## src/rtl/vcu_msg_rx_endpoint_if.sv

```systemverilog
// Link and CPU register bundle for the message receive endpoint.
// The master side is the sender plus the CPU; the slave side is the endpoint.
interface vcu_msg_rx_endpoint_if;
    logic [31:0] link_data_i;
    logic        link_valid_i;
    logic        credit_return_o;
    logic [31:0] vcu_reg_control;
    logic        vcu_reg_control_we;
    logic [31:0] vcu_reg_wdata;
    logic        vcu_reg_wdata_we;
    logic [31:0] vcu_reg_rdata;

    modport master (
        output link_data_i, link_valid_i,
        output vcu_reg_control, vcu_reg_control_we, vcu_reg_wdata, vcu_reg_wdata_we,
        input  credit_return_o, vcu_reg_rdata
    );

    modport slave (
        input  link_data_i, link_valid_i,
        input  vcu_reg_control, vcu_reg_control_we, vcu_reg_wdata, vcu_reg_wdata_we,
        output credit_return_o, vcu_reg_rdata
    );
endinterface

```

## src/rtl/vcu_msg_rx_endpoint.sv

```systemverilog
// Receive endpoint of the credit-flow-controlled message link: buffers pushed
// words in a FWFT FIFO, exposes them to the CPU and returns a credit per pop.
module vcu_msg_rx_endpoint #(
    parameter  int DEPTH = 8,
    localparam int LW    = $clog2(DEPTH) + 1
) (
    input  logic                          clk,
    input  logic                          reset_p,
    vcu_msg_rx_endpoint_if.slave          bus,
    output logic                          fifo_empty,
    output logic                          fifo_full,
    output logic [LW-1:0]                 level,
    output logic                          err_o
);
    localparam int PW = $clog2(DEPTH);

    logic [31:0]   mem_q [DEPTH];
    logic [PW-1:0] wr_ptr_q, wr_ptr_d;
    logic [PW-1:0] rd_ptr_q, rd_ptr_d;
    logic [LW-1:0] level_q, level_d;
    logic          ovf_q, ovf_d;
    logic          udf_q, udf_d;
    logic          credit_q, credit_d;

    logic [3:0]    func_s;
    logic          empty_s, full_s;
    logic          pop_req_s, pop_acc_s, push_acc_s;
    logic          ovf_set_s, udf_set_s, clr_s;
    logic [31:0]   rdata_s;
    logic          unused_s;

    assign func_s   = bus.vcu_reg_control[3:0];
    assign empty_s  = (level_q == LW'(0));
    assign full_s   = (level_q == LW'(DEPTH));
    assign unused_s = ^{bus.vcu_reg_control[31:4], bus.vcu_reg_wdata[31:2]};

    // Handshake decode and next-state computation for pointers, level and sticky errors.
    always_comb begin
        pop_req_s  = bus.vcu_reg_control_we && (func_s == 4'd5);
        pop_acc_s  = pop_req_s && !empty_s;
        // A pop in the same cycle frees the slot, so a push at full is still accepted.
        push_acc_s = bus.link_valid_i && (!full_s || pop_acc_s);
        ovf_set_s  = bus.link_valid_i && full_s && !pop_acc_s;
        udf_set_s  = pop_req_s && empty_s;
        clr_s      = bus.vcu_reg_wdata_we && (func_s == 4'd7);

        if (push_acc_s) begin
            wr_ptr_d = wr_ptr_q + PW'(1);
        end else begin
            wr_ptr_d = wr_ptr_q;
        end
        if (pop_acc_s) begin
            rd_ptr_d = rd_ptr_q + PW'(1);
        end else begin
            rd_ptr_d = rd_ptr_q;
        end

        level_d  = level_q + LW'(push_acc_s) - LW'(pop_acc_s);
        ovf_d    = ovf_set_s | (ovf_q & ~(clr_s & bus.vcu_reg_wdata[0]));
        udf_d    = udf_set_s | (udf_q & ~(clr_s & bus.vcu_reg_wdata[1]));
        credit_d = pop_acc_s;
    end

    // Control state registers with synchronous reset.
    always_ff @(posedge clk) begin
        if (reset_p) begin
            wr_ptr_q <= PW'(0);
            rd_ptr_q <= PW'(0);
            level_q  <= LW'(0);
            ovf_q    <= 1'b0;
            udf_q    <= 1'b0;
            credit_q <= 1'b0;
        end else begin
            wr_ptr_q <= wr_ptr_d;
            rd_ptr_q <= rd_ptr_d;
            level_q  <= level_d;
            ovf_q    <= ovf_d;
            udf_q    <= udf_d;
            credit_q <= credit_d;
        end
    end

    // Storage array; contents need no reset because level gates visibility.
    always_ff @(posedge clk) begin
        if (push_acc_s) begin
            mem_q[wr_ptr_q] <= bus.link_data_i;
        end
    end

    // CPU read mux.
    always_comb begin
        rdata_s = 32'd0;
        case (func_s)
            4'd3:    rdata_s = {31'd0, ~empty_s};
            4'd6:    rdata_s = {{(32-LW){1'b0}}, level_q};
            4'd7:    rdata_s = {30'd0, udf_q, ovf_q};
            4'd9: begin
                if (empty_s) begin
                    rdata_s = 32'd0;
                end else begin
                    rdata_s = mem_q[rd_ptr_q];
                end
            end
            default: rdata_s = 32'd0;
        endcase
    end

    assign bus.vcu_reg_rdata   = rdata_s;
    assign bus.credit_return_o = credit_q;
    assign fifo_empty          = empty_s;
    assign fifo_full           = full_s;
    assign level               = level_q;
    assign err_o               = ovf_q | udf_q;
endmodule

```

## src/flat_wrapper.sv

```systemverilog
// flat-port wrapper written by rule: the top's interface ports become plain ports
module vcu_msg_rx_endpoint_flat 
#(
    parameter  int DEPTH = 8,
    localparam int LW    = $clog2(DEPTH) + 1
)
  (clk, reset_p, fifo_empty, fifo_full, level, err_o, bus_link_data_i, bus_link_valid_i, bus_vcu_reg_control, bus_vcu_reg_control_we, bus_vcu_reg_wdata, bus_vcu_reg_wdata_we, bus_credit_return_o, bus_vcu_reg_rdata);
  vcu_msg_rx_endpoint_if bus_i ();
  input  logic clk;
  input  logic reset_p;
  output logic fifo_empty;
  output logic fifo_full;
  output logic [LW-1:0] level;
  output logic err_o;
  input wire logic [$bits(bus_i.link_data_i)-1:0] bus_link_data_i;
  input wire logic [$bits(bus_i.link_valid_i)-1:0] bus_link_valid_i;
  input wire logic [$bits(bus_i.vcu_reg_control)-1:0] bus_vcu_reg_control;
  input wire logic [$bits(bus_i.vcu_reg_control_we)-1:0] bus_vcu_reg_control_we;
  input wire logic [$bits(bus_i.vcu_reg_wdata)-1:0] bus_vcu_reg_wdata;
  input wire logic [$bits(bus_i.vcu_reg_wdata_we)-1:0] bus_vcu_reg_wdata_we;
  output wire logic [$bits(bus_i.credit_return_o)-1:0] bus_credit_return_o;
  output wire logic [$bits(bus_i.vcu_reg_rdata)-1:0] bus_vcu_reg_rdata;
  assign bus_i.link_data_i = bus_link_data_i;
  assign bus_i.link_valid_i = bus_link_valid_i;
  assign bus_i.vcu_reg_control = bus_vcu_reg_control;
  assign bus_i.vcu_reg_control_we = bus_vcu_reg_control_we;
  assign bus_i.vcu_reg_wdata = bus_vcu_reg_wdata;
  assign bus_i.vcu_reg_wdata_we = bus_vcu_reg_wdata_we;
  assign bus_credit_return_o = bus_i.credit_return_o;
  assign bus_vcu_reg_rdata = bus_i.vcu_reg_rdata;
  vcu_msg_rx_endpoint #(.DEPTH(DEPTH)) u_core (.clk(clk), .reset_p(reset_p), .bus(bus_i), .fifo_empty(fifo_empty), .fifo_full(fifo_full), .level(level), .err_o(err_o));
endmodule
```

## config.mk

```make
export PLATFORM = sky130hd
export DESIGN_NAME = vcu_msg_rx_endpoint_flat
export DESIGN_NICKNAME = d
export VERILOG_FILES = /design/src/rtl/vcu_msg_rx_endpoint_if.sv /design/src/rtl/vcu_msg_rx_endpoint.sv /design/src/flat_wrapper.sv
export SDC_FILE = /design/constraint.sdc
export NUM_CORES = 1
export LEC_CHECK = 0
export ABC_AREA = 1
export CAP_MARGIN = 20
export CORE_MARGIN = 2
export CORE_UTILIZATION = 40
export CTS_CLUSTER_DIAMETER = 50
export CTS_CLUSTER_SIZE = 28
export DETAILED_ROUTE_END_ITERATION = 10
export PLACE_DENSITY = 0.67
export SYNTH_ARGS = -nofsm -noshare
export SYNTH_HDL_FRONTEND = slang
export SYNTH_SLANG_ARGS = --single-unit
```

## constraint.sdc

```tcl
create_clock -name clk -period 4.04 [get_ports clk]
set_clock_uncertainty 0.1 [all_clocks]
set_input_delay 0.606 -clock clk [delete_from_list [all_inputs] [get_ports clk]]
set_output_delay 0.606 -clock clk [all_outputs]
set_load 0.03 [all_outputs]
```

==> impl_metrics.csv <==
group,metric,value,unit
cts,cts_resized,0,
cts,clkTransAtPathRegs,0.07,ns
cts,cts_setup_buffers,0,
cts,clock_latency,0.54,ns
critical_path,crit_slowest_cell,"clkdlybuf4s50_1",
detailed_routing,drt-pass1-iter-count,5,
detailed_routing,drt-total-wl,23300,um
critical_path,critical-path-top-delay-family,"buffers and inverters",
floorplanning,core-area,26900,um^2
critical_path,cp_cell_sequence,"clkinv_2 -> buf_4 -> o21ai_0 -> o21ai_0 -> nand2_1 -> a21oi_1 -> clkdlybuf4s50_1",
critical_path,critPathRequiredTime,3.33,ns
detailed_routing,drc,0,
cts,htree_levels,1,
placed_design,place_ws,0.566,ns
synthesis,yosysTopAreaCell,"edfxtp_1",
synthesis,syn-num-nets,1013,
synthesis,synth.avg_cell_area,12.1,um^2
grt,track_usage,16.2,%
sta,fin_tns_setup,0,ns
placed_design,gp_congestion,0.777,
synthesis,synth_cell_types,28,
pwr,ir_drop,366,uV
synthesis,async_flop_share,0,%
pwr,power.net_switching,1.73,mW
sta,fin_crit_sh,92.4,%
layout,fin_nets,1093,
cts,numCtsBuffers,27,
detailed_routing,drt.antenna.violating_nets,0,
detailed_routing,num_vias,6916,
sta,rsz0062_at_grt,"false",
floorplanning,initial_utilization,40.5,%
pwr,switching_share,26.4,%
synthesis,synth-edff-count,256,
cts,cts_tree,"yes",
critical_path,cp-end-kind,"primary output",
critical_path,start_kind,"flip-flop",
min_path,hp-class,"reg2reg",
pwr,combPwrFrac,10.8,%
sta,layout_min_cycle_time,3.73,ns
pwr,p_clk_share,38.7,%
synthesis,synth_top_area_share,70.6,%
flow_run,max_cap_violations,0,
cts,clockBufferDepth,3,
sta,tightest_slew,0.956,ns
detailed_routing,viasPerCell,5.14,
placed_design,dp_hpwl,12300,um
layout,drive_gt1_share,9.36,%
cts,cts_hold_buffers,0,
synthesis,syn_area,10900,um^2
detailed_routing,wl_per_cell,17.3,um
sta,fin_ws,0.307,ns
synthesis,yosys_warnings,0,
grt,overflow,0,
pwr,internal-power,4.83,mW
critical_path,crit_type,"reg2out",
grt,antenna_found_initial,0,
synthesis,ys_seq_area_share,73.5,%
synthesis,yosys-top-cells-count,"256 x edfxtp_1, 165 x nand2_1, 127 x nor2_1, 92 x o21ai_0, 54 x nand3_1",
layout,insertedDiodeCount,0,
grt,grt_max_degree,84,
synthesis,netlist_instances,903,
sta,max_slew_margin,36.2,%
critical_path,crit_buf_inv,3,
synthesis,ys_ff_latch,272,
sta,drv_slew,0,
layout,final_util,48.6,%
layout,instances_no_fill,1345,
floorplanning,die-width,169,um
grt,grt_pass1_wl,36100,um
detailed_routing,first_iter_violations,625,
floorplanning,die_area,28600,um^2
critical_path,cpMostUsedCell,"o21ai_0",
pwr,p_seq_share,50.5,%
pwr,power_density,503,nW/um^2
synthesis,yosysMostFrequentCell,"edfxtp_1",
floorplanning,die_h,169,um
sta,finalHoldViolCount,0,
placed_design,dp_cells,1295,
placed_design,port_buffers,82,
sta,fmax,0.268,GHz
grt,grt_pass1_vias,6642,
critical_path,path_max_fanout,60,
floorplanning,io_pins,141,
critical_path,cpPeakStageDelay,0.71,ns
floorplanning,rows,60,
sta,setup_violations,0,
cts,cts_root_buffer,"clkbuf_16",
pwr,p_leak,4.54,nW
cts,cts_num_sinks,272,
synthesis,synthFlopType,"edfxtp_1",
outcome,outcome,"finished clean",
layout,area_growth,19.9,%
synthesis,netlist_top_cells_area,"edfxtp_1 71%, nand2_1 5.7%, nor2_1 4.4%, o21ai_0 4.2%, dfxtp_1 2.9%",
critical_path,arrival,3.03,ns
-- per-stage QoR --
step | hold WS (ns) | power (mW) | instance area, um^2
floorplan | 0.344 | 3.79 | 10900
global placement | 0.353 | 4.07 | 12100
detailed placement | 0.373 | 4.09 | 12100
CTS | 0.384 | 6.61 | 13100
global route | 0.407 | 6.80 | 13100
finish | 0.383 | 6.56 | 13100
-- cell type report --
type | count | area (um^2)
Fill cell | 2329 | 13800
Sequential cell | 272 | 8010
Multi-Input combinational cell | 553 | 2590
Timing Repair Buffer | 102 | 986
Clock buffer | 27 | 676
Tap cell | 341 | 427
Clock inverter | 23 | 262
Inverter | 27 | 103
-- cell usage in the layout, fill, tap and decap left out, types with 2 or more instances in the layout --
cell type and instances:
edfxtp_1 256, nand2_1 165, nor2_1 119, o21ai_0 92, clkdlybuf4s50_1 68, nand3_1 54
a21oi_1 51, buf_4 30, clkbuf_16 27, inv_1 25, o22ai_1 19, o21ai_1 18
dfxtp_1 14, nor3_1 10, nor2_4 8, ha_1 8, inv_12 5, clkinv_1 4
inv_6 4, inv_8 4, buf_12 4, clkinv_2 3, clkinv_8 2
-- routing by layer --
metal	vias up	GRT usage, %	part of all wire (%)	wire (um)
met5	-	0	0	0
met4	0	4.01	1.9	452
met3	31	1.82	5.1	1190
met2	189	28.8	51	11800
met1	3325	21.5	42	9900
li1	3371	-	-	-
-- sequential cells by signal, summed over array words and instances (netlist names), named ones only --
name	count
u_core.mem_q	256
u_core.level	4
u_core.rd_ptr_q	3
u_core.wr_ptr_q	3
u_core.bus.credit_return_o	1
u_core.ovf_q	1
u_core.udf_q	1
-- power by group through the flow --
stage,Clock [mW],Combinational [mW],Sequential (mW)
after floorplan,0,0.398,3.39
after global placement,0,0.700,3.37
after detailed placement,0,0.712,3.37
after CTS,2.59,0.716,3.31
after global routing,2.69,0.784,3.33
final,2.54,0.709,3.31
-- worst reg2reg max path, delay by kind of cell (launching register included) --
kind / cells / cell delay, ns
AND/OR/NAND/NOR: 6 / 0.97
buffers and inverters: 3 / 0.71
flip-flops: 1 / 0.37
adder cells (fa/ha/maj): 1 / 0.21
-- cells by family after synthesis --
logic type,after synthesis,synth area share (%)
and+or+nand+nor,360,13.3
DFF,272,73.5
AOI/OAI and AO/OA,182,8.63
buffers and inverters,78,3.24
adders and majority gates,9,1.10
xor gates and xnor gates,2,0.161
-- final timing paths --
check / end / cells past startpoint / slack [ns] / from
worst max register to register: u_core.mem_q[2][28] / 10 / 1.31 / u_core.level[2]
worst min-delay path: flip-flop / 2 / 0.38 / u_core.rd_ptr_q[2]
worst min register to register: flip-flop / 2 / 0.38 / u_core.rd_ptr_q[2]
worst max-delay path: bus_vcu_reg_rdata[29] / 7 / 0.31 / flip-flop
No activity file was read; power rests on OpenSTA's default activity.
